### src/rtl/sweep_step_tracker.sv
// Step timer and per-axis peak tracker for the servo sweep FSM.
// Optional hysteresis on new maxima when MAX_HYST_EN is defined.
module sweep_step_tracker #(
  parameter int unsigned STEP_DIV    = 50000,
  parameter int unsigned SWEEP_STEPS = 180,
  parameter int unsigned DATA_W      = 12,
  parameter int unsigned HYST        = 8
) (
  input  logic                               CLK,
  input  logic                               RST,
  input  logic                               HS,
  input  logic                               VS,
  input  logic                               MC,
  input  logic                               CNT_RST,
  input  logic [DATA_W-1:0]                  ADC_DATA,
  output logic                               CNT_L,
  output logic                               CNT_RU,
  output logic                               CNT_D,
  output logic                               STEP_TICK,
  output logic [$clog2(SWEEP_STEPS+1)-1:0]   MAX_H_POS,
  output logic [$clog2(SWEEP_STEPS+1)-1:0]   MAX_V_POS,
  output logic [DATA_W-1:0]                  MAX_VAL
);

  localparam int unsigned CW = $clog2(SWEEP_STEPS + 1);
  localparam int unsigned PW = (STEP_DIV > 1) ? $clog2(STEP_DIV) : 1;
  localparam logic [PW-1:0] PRESC_LAST = PW'(STEP_DIV - 1);
  localparam logic [CW-1:0] STEPS_LAST = CW'(SWEEP_STEPS);

`ifdef MAX_HYST_EN
  localparam int unsigned HYST_EFF = HYST;
`else
  // Hysteresis disabled: margin collapses to zero (plain strict compare).
  localparam int unsigned HYST_EFF = HYST * 0;
`endif

  typedef enum logic [1:0] {
    PH_IDLE = 2'd0,
    PH_H    = 2'd1,
    PH_V    = 2'd2,
    PH_RET  = 2'd3
  } phase_e;

  phase_e            phase;
  logic              h_done_q, h_done_d;
  logic              v_done_q, v_done_d;
  logic [CW-1:0]     step_cnt_q, step_cnt_d;
  logic [CW-1:0]     ret_cnt_q, ret_cnt_d;
  logic [PW-1:0]     presc_q, presc_d;
  logic [DATA_W-1:0] max_val_q, max_val_d;
  logic [CW-1:0]     max_pos_q, max_pos_d;
  logic [CW-1:0]     max_h_pos_q, max_h_pos_d;
  logic [CW-1:0]     max_v_pos_q, max_v_pos_d;
  logic              tick_q, tick_d;

  // Single active phase, fixed priority H > V > return.
  always_comb begin
    phase = PH_IDLE;
    if (HS && !h_done_q) begin
      phase = PH_H;
    end else if (VS && h_done_q && !v_done_q) begin
      phase = PH_V;
    end else if (MC && (ret_cnt_q != '0)) begin
      phase = PH_RET;
    end
  end

  // Prescaler, sweep stepping with peak capture, and return countdown.
  always_comb begin
    logic [CW-1:0]     k;
    logic              load;
    logic              v_first;
    logic [DATA_W-1:0] base_val;
    logic [CW-1:0]     base_pos;

    h_done_d    = h_done_q;
    v_done_d    = v_done_q;
    step_cnt_d  = step_cnt_q;
    ret_cnt_d   = ret_cnt_q;
    presc_d     = presc_q;
    max_h_pos_d = max_h_pos_q;
    max_v_pos_d = max_v_pos_q;
    tick_d      = 1'b0;
    k           = '0;
    load        = 1'b0;

    if (phase == PH_IDLE) begin
      presc_d = '0;
    end else if (presc_q == PRESC_LAST) begin
      presc_d = '0;
      tick_d  = 1'b1;
    end else begin
      presc_d = presc_q + PW'(1);
    end

    // Vertical sweep starts from a clean maximum; horizontal result is kept.
    v_first  = (phase == PH_V) && (step_cnt_q == '0) && (presc_q == '0);
    base_val = v_first ? '0 : max_val_q;
    base_pos = v_first ? '0 : max_pos_q;
    max_val_d = base_val;
    max_pos_d = base_pos;

    if (tick_d && ((phase == PH_H) || (phase == PH_V))) begin
      k          = step_cnt_q + CW'(1);
      step_cnt_d = k;
      load = ({1'b0, ADC_DATA} > ({1'b0, base_val} + (DATA_W + 1)'(HYST_EFF)));
`ifdef MAX_HYST_EN
      if (step_cnt_q == '0) begin
        load = 1'b1;
      end
`endif
      if (load) begin
        max_val_d = ADC_DATA;
        max_pos_d = k;
      end
      if (k == STEPS_LAST) begin
        step_cnt_d = '0;
        ret_cnt_d  = STEPS_LAST - max_pos_d;
        if (phase == PH_H) begin
          h_done_d    = 1'b1;
          max_h_pos_d = max_pos_d;
        end else begin
          v_done_d    = 1'b1;
          max_v_pos_d = max_pos_d;
        end
      end
    end else if (tick_d && (phase == PH_RET)) begin
      ret_cnt_d = ret_cnt_q - CW'(1);
    end
  end

  always_ff @(posedge CLK) begin
    if (RST || CNT_RST) begin
      h_done_q    <= 1'b0;
      v_done_q    <= 1'b0;
      step_cnt_q  <= '0;
      ret_cnt_q   <= '0;
      presc_q     <= '0;
      max_val_q   <= '0;
      max_pos_q   <= '0;
      max_h_pos_q <= '0;
      max_v_pos_q <= '0;
      tick_q      <= 1'b0;
    end else begin
      h_done_q    <= h_done_d;
      v_done_q    <= v_done_d;
      step_cnt_q  <= step_cnt_d;
      ret_cnt_q   <= ret_cnt_d;
      presc_q     <= presc_d;
      max_val_q   <= max_val_d;
      max_pos_q   <= max_pos_d;
      max_h_pos_q <= max_h_pos_d;
      max_v_pos_q <= max_v_pos_d;
      tick_q      <= tick_d;
    end
  end

  // Status flags decode straight from registers so the FSM sees them this cycle.
  assign CNT_L     = ~h_done_q;
  assign CNT_D     = ~v_done_q;
  assign CNT_RU    = (ret_cnt_q != '0);
  assign STEP_TICK = tick_q;
  assign MAX_H_POS = max_h_pos_q;
  assign MAX_V_POS = max_v_pos_q;
  assign MAX_VAL   = max_val_q;

endmodule

### config.mk
export PLATFORM = sky130hd
export DESIGN_NAME = sweep_step_tracker
export DESIGN_NICKNAME = d
export VERILOG_FILES = /design/src/rtl/sweep_step_tracker.sv
export SDC_FILE = /design/constraint.sdc
export NUM_CORES = 1
export LEC_CHECK = 0
export BUFFER_PORTS_ARGS = -buffer_cell sky130_fd_sc_hd__buf_2
export CAP_MARGIN = 20
export CORE_ASPECT_RATIO = 1.25
export CORE_MARGIN = 5
export CORE_UTILIZATION = 53
export CTS_BUF_LIST = sky130_fd_sc_hd__clkbuf_16
export CTS_CLUSTER_SIZE = 24
export DETAILED_ROUTE_END_ITERATION = 6
export GPL_TIMING_DRIVEN = 1
export MAX_ROUTING_LAYER = met4
export PLACE_DENSITY_LB_ADDON = 0.08
export SYNTH_ARGS = -nofsm -noshare
export SYNTH_HDL_FRONTEND = slang
export SYNTH_SLANG_ARGS = --single-unit
### constraint.sdc
create_clock -name CLK -period 4.4 [get_ports CLK]
set_input_delay 0.44 -clock CLK [delete_from_list [all_inputs] [get_ports CLK]]
set_output_delay 0.44 -clock CLK [all_outputs]
set_load 0.05 [all_outputs]
==> results of run 1 <==
-- routing by layer --
layer	up-vias	share of wire (%)	global-route usage, %
met3	14	5.4	3.84
met1	1568	46	25.5
met2	92	46	31.3
met5	-	0	-
li1	1695	-	-
met4	0	2.0	7.35
-- Yosys cell counts, drive strengths merged, types with 6 or more instances --
cell type  count  share of area [%]
a21oi         35                5.6
and2           6                1.0
and3           7                1.1
buf           10                2.0
clkbuf        11                1.0
dfxtp         71                 36
ha            18                5.7
inv           16                1.5
mux2i         28                8.1
nand2         46                4.4
nand3         10                1.3
nand4          8                1.3
nor2          98                 11
nor4           7                1.6
o211ai         6                1.1
o21ai         18                2.4
xnor2         18                4.0
xor2          15                3.3
-- sequential cells by signal (all words and copies together) (netlist names) --
name / count
MAX_V_POS: 8
max_pos_q: 8
MAX_VAL: 12
v_done_q: 1
MAX_H_POS: 8
STEP_TICK: 1
presc_q: 16
ret_cnt_q: 8
h_done_q: 1
step_cnt_q: 8
-- cell families (layout without fill, tap and decap cells) --
| kind of cell | after synthesis | count (layout) |
|---|---|---|
| XOR/XNOR | 33 | 33 |
| flip-flops | 71 | 71 |
| AND/OR/NAND/NOR | 206 | 207 |
| buffers and inverters | 37 | 89 |
| AO/OA/AOI/OAI | 73 | 73 |
| multiplexers | 30 | 30 |
| adder cells (fa/ha/maj) | 18 | 18 |
-- timing repair --
item	4_1_cts	5_1_grt
buffers inserted	0	3
endpoints found under the setup margin	0	2
gates resized for setup	0	3
endpoints found under the hold margin	0	0
-- critical path: cells and delay by family, from the launching register on --
kind                       cells  cell delay (ns)
and+or+nand+nor                5             1.15
muxes                          2             0.38
buffers and inverters          2             0.11
adders and majority gates      3             0.60
xor gates and xnor gates       1             0.18
DFF                            1             0.34
AOI/OAI and AO/OA              6             1.24
-- final timing paths --
| kind | endpoint | cells past startpoint |
|---|---|---|
| worst min register to register | presc_q[0] | 1 |
| worst max-delay path | ret_cnt_q[6] | 19 |
| worst max register to register | ret_cnt_q[6] | 19 |
| worst min-delay path | MAX_VAL[9] | 3 |
-- area by class of cell --
cell class | instances | area (um2) | area share (%)
multi-input combinational | 361 | 2400 | 51.9
sequential | 71 | 1420 | 30.7
timing repair buffer | 57 | 305 | 6.60
clock buffer | 9 | 225 | 4.87
tap | 92 | 115 | 2.49
clock inverter | 7 | 96.3 | 2.08
inverter | 16 | 60.1 | 1.30
-- cell usage in the layout, fill, tap and decap left out, types with 10 or more instances in the layout --
cell type,count
a21oi_2,13
xnor2_1,18
nand2_1,45
dfxtp_1,71
a21oi_1,22
inv_1,16
xor2_1,15
buf_2,49
ha_1,18
mux2i_1,24
nor2_2,10
nor2_1,86
nand3_1,10
-- metrics by stage --
step           power (mW)  instance area [um2]  utilization [%]
2_1_floorplan       0.709                 3980                -
3_3_place_gp        0.728                 4260             57.9
3_5_place_dp        0.728                 4260             57.9
4_1_cts              1.51                 4580             62.2
5_1_grt              1.54                 4620             62.8
6_report             1.49                 4620             62.8
-- report_power, final --
part | internal, mW | switching (mW) | total [mW]
clock network | 0.498 | 0.282 | 0.780
logic | 0.0283 | 0.0429 | 0.0712
registers | 0.643 | 0.000468 | 0.644
==> metrics.md, run 1 <==
| Metric | Value |
|---|---|
| Worst-path clk slew | about 0.060 ns |
| Via count | between 3000 and 4000 |
| RSZ-0062 raised after global routing | false |
| Largest net degree at the start of global routing | 46 |
| Crit path top cell by count | ha_1 |
| CP Launch Point | presc_q[0] |
| Fillers | approximately 660 |
| Nets@finish | between 500 and 600 |
| Post-synth EDFFs | 0 |
| CP Max Fanout | 6 |
| Starting density of the core | a little over half |
| Complex-gate fraction of the synthesized area | between 10% and 20% |
| # port buffers | 49 |
| Avg Inst Size Synth | between 8 and 9 um2 |
| Inserted Diodes | 0 |
| Final Hold Fails | 0 |
| Pre-antenna DRT Iters | 5 |
| Synth cell types | 57 |
| First-pass GRT wire length | between 10000 and 15000 um |
| Mux contribution to synthesized area | under 10% |
| Initial antenna violation count | 0 |
| Synthesized area | ~4000 um2 |
| Drt total wl | between 8000 and 9000 um |
| Post-route setup slack | between 0.3 and 0.4 ns |
| Crit path DAT | about 4.3 ns |
| Clock buffer depth | 2 |
| Max Cap Viol | 0 |
| Die Ht | 107 um |
| CP Class | reg2reg |
| Fin Clk Skew | approximately 0.006 ns |
| Slew @ Worst Pin | about 1.0 ns |
| Critical hold path startpoint | ADC_DATA[9] |
| Detail Route Antenna Nets | 0 |
| Drt wl/cell | approximately 14 um |
| Die ar. | 9350 um2 |
| Vias per cell | between 5 and 6 |
| Max_slew headroom | about 33% |
| Layout Cells excl Fill | 613 |
| Final TNS setup | 0 ns |
| Worst Setup Start Kind | register |
| Largest family of logic cells by synthesized area | simple AND/OR/NAND/NOR gates |
| Layout cells sized above 1 | between 20% and 30% |
| DP HPWL | 6300 um |
| Syn Inst Count | around 470 |
| Max Transition Viols Final | 0 |
| Pre-CTS worst setup slack | 0.241 ns |
| Post-Synth XOR/XNOR Area | under 10% |
| Gr ovfl total | 0 |
| Simple-Gate Fraction of Synth Area | 26.0% |
| Clk Latency, worst-skew pair | 0.33 ns |
| Placed Cells | about 590 |
| Hold slack | 0.349 ns |
| R2r startpoint | presc_q[0] |
| Ys Warns | 0 |
| I/O pin cnt | 50 |
| Vias in the first global route | roughly 3200 |
| Async S/R FF share, synth | 0% |
| Ys flop type | dfxtp_1 |
| Row cnt | 35 |
| Adder-cell share of the synthesized area | ~5.7% |
| Crit end category | register |
| Clk sinks | 71 |
| DRT iter0 DRCs | 190 |
| Sequential area share after synthesis | between 30% and 40% |
| FF+latch count, synth | 71 |
| Slowest stage delay, CP | approximately 0.48 ns |
| Outcome | finished clean |
| H-tree levels | 3 |
| Leakage power | around 1.8 nW |
| Reg2Reg Setup Slack | about 0.34 ns |
| Pwr/cell area | approximately 320 nW/um2 |
| CTS tree | built |
| Gp weighted congestion | 0.962 |
| Die Width | around 88 um |
| Fmax achieved | around 250 MHz |
| Hold crit path type | in2reg |
| Slowest cell on crit path | nor4b_2 |
| GRT Overall Usage | roughly 20% |
| Root buf cell | clkbuf_16 |
| Worst-path cell chain | inv_1 > ha_1 > nor4b_2 > nand4b_4 > nand2_1 > ha_1 > a21oi_2 > o21ai_1 > a2111o_1 > o21a_2 > mux2_2 > inv_1 > ha_1 > o21ai_1 > nor3b_1 > mux2i_1 > xnor2_1 > nand2_1 > a31oi_1 |
| Crit share post-route | between 90% and 100% |
| Net Count, Synth | approximately 500 |
| Min Clock Period, post-route | roughly 4.1 ns |
| # setup viols final | 0 |
| Area Growth Syn to Fin | 16.2% |
| CTS Buf Count | 9 |
| Post-cts hold buffer count | 0 |
| Worst endpoint required time | roughly 4.7 ns |
| Core region area | 7360 um2 |
| Worst vdd ir | between 200 and 300 uV |
| Remaining DRCs | 0 |
Power figures use the tool's default switching activity.
==> run 2: changes to the inputs <==
RECOVER_POWER = 100   (was unset)
==> run 2 against run 1 <==
Effect of this change: power decreased by 0.18%; clock skew increased by 0.00091 ns; fmax decreased by 0.11%; register-to-register slack about the same; sequential power about the same; combinational power decreased by 4.9%; die area unchanged; highest routed layer unchanged.
==> metrics.md, run 2 (synthesis gave the netlist of run 1 again) <==
| Metric | Value |
|---|---|
| Crit end category | register |
| Crit share post-route | 92.5% |
| Worst Setup Start Kind | register |
| Crit path max-delay family | compound AO/OA/AOI/OAI gates |
| Clk Latency, worst-skew pair | 0.33 ns |
| Pwr/cell area | ~330 nW/um2 |
| Root buf cell | clkbuf_16 |
| Clk network pwr share | roughly 52% |
| DRT iter0 DRCs | 173 |
| Die Width | slightly below 90 um |
| Die Ht | 107 um |
| Post-cts hold buffer count | 0 |
| Worst endpoint required time | between 4 and 5 ns |
| Fin Clk Skew | around 0.0069 ns |
| Outcome | finished clean |
| Min Clock Period, post-route | ~4.1 ns |
| Die ar. | around 9400 um2 |
| Vias in the first global route | 3164 |
| Final TNS setup | 0 ns |
| Fmax achieved | roughly 250 MHz |
| Leakage power | around 1.6 nW |
| # setup viols final | 0 |
| Gp weighted congestion | 0.962 |
| Commonest cells after routing, fill and taps aside | 88 x nor2_1, 71 x dfxtp_1, 46 x nand2_1 |
| Starting density of the core | 54.1% |
| CTS tree | built |
| Worst-path clk slew | about 0.06 ns |
| CP Max Fanout | 6 |
| First-pass GRT wire length | ~15000 um |
| Inserted Diodes | 0 |
| H-tree levels | 3 |
| Initial antenna violation count | 0 |
| Area Growth Syn to Fin | 13.2% |
| Critical hold path startpoint | ADC_DATA[9] |
| Crit path DAT | approximately 4.3 ns |
| # port buffers | roughly 50 |
| Commonest non-fill, non-tap cell in the layout | nor2_1 |
| Final Hold Fails | 0 |
| Worst-path cell chain | inv_1 > ha_1 > nor4b_2 > nand4b_4 > nand2_1 > ha_1 > a21oi_2 > o21ai_1 > a2111o_1 > o21a_2 > mux2_2 > inv_1 > ha_1 > o21ai_1 > nor3b_1 > mux2i_1 > xnor2_1 > nand2_1 > a31oi_1 |
| Drt total wl | 8970 um |
| Vias per cell | roughly 5.5 |
| Gr ovfl total | 0 |
| CP Launch Point | presc_q[0] |
| R2r startpoint | presc_q[0] |
| Core region area | roughly 7400 um2 |
| CP bufs+invs | 2 |
| Hold slack | ~0.35 ns |
| Int Pwr | 1.17 mW |
| Switch share | 21.7% |
| CTS Buf Count | 9 |
| Worst vdd ir | around 270 uV |
| Via count | ~3400 |
| Slew @ Worst Pin | between 1 and 1.5 ns |
| GRT Overall Usage | about a fifth |
| Slowest stage delay, CP | about 0.48 ns |
| Most flops, register | presc_q |
| Sequential power share | 43.2% |
| Slowest cell on crit path | nor4b_2 |
| Hold crit path type | in2reg |
| DP HPWL | about 6300 um |
| Largest register FFs | 16 |
| Layout cells sized above 1 | 14.0% |
| Max Cap Viol | 0 |
| RSZ-0062 raised after global routing | false |
| Clk sinks | 71 |
| Max_slew headroom | 27.8% |
| Psw | approximately 0.32 mW |
| I/O pin cnt | 50 |
| Remaining DRCs | 0 |
| CP Class | reg2reg |
| Row cnt | 35 |
| Drt wl/cell | approximately 15 um |
| Max Transition Viols Final | 0 |
| Nets@finish | between 500 and 600 |
| Detail Route Antenna Nets | 0 |
| Combinational Power Share | 4.5% |
| Crit path top cell by count | ha_1 |
| Largest net degree at the start of global routing | between 40 and 50 |
| Clock buffer depth | 2 |
| Pre-antenna DRT Iters | 5 |
==> run 2: path summary, 6_finish.rpt <==
check	endpoint	slack, ns	cells past startpoint
worst max-delay path	ret_cnt_q[6]	0.33	19
worst min-delay path	MAX_VAL[9]	0.35	3
worst max register to register	ret_cnt_q[6]	0.33	19
worst min register to register	presc_q[0]	0.47	1
==> run 2: power by group through the flow <==
stage	Sequential, mW	Combinational [mW]	Clock, mW
final	0.644	0.0677	0.780
after global routing	0.644	0.0753	0.822
after CTS	0.644	0.0710	0.796
after detailed placement	0.658	0.0703	0
after global placement	0.658	0.0699	0
after floorplan	0.658	0.0516	0
==> run 2: layout make-up <==
| type | count | area [um2] |
|---|---|---|
| timing repair buffer | 57 | 258 |
| clock buffer | 9 | 225 |
| inverter | 16 | 60.1 |
| clock inverter | 7 | 96.3 |
| fill | 696 | 2850 |
| multi-input combinational | 361 | 2330 |
| tap | 92 | 115 |
| sequential | 71 | 1420 |
==> run 2: per-layer routing <==
layer	track usage, %	part of all wire [%]	vias to the layer above
met3	3.84	5.9	16
li1	-	-	1692
met2	31.3	46	108
met1	25.5	46	1572
met4	7.35	2.0	0
met5	-	0	-
==> run 2: worst min-delay path, delay by kind of cell <==
family	cells	cell delay, ns
buffers and inverters	1	0.10
and+or+nand+nor	1	0.06
AOI/OAI and AO/OA	1	0.05
==> run 2: repair_timing <==
item | in CTS | in global routing
buffers inserted | 0 | 3
resized for setup | 0 | 3
endpoints found under the setup margin | 0 | 2
==> run 2: per-stage QoR <==
stage	area, um2	setup WS [ns]	util, %	cells	power, mW
final	4500	0.332	61.2	613	1.49
after global routing	4500	0.00586	61.2	613	1.54
after CTS	4580	0.203	62.2	609	1.51
after detailed placement	4260	0.241	57.9	593	0.728
after global placement	4260	0.373	57.9	593	0.728
after floorplan	3980	0.00889	-	468	0.709
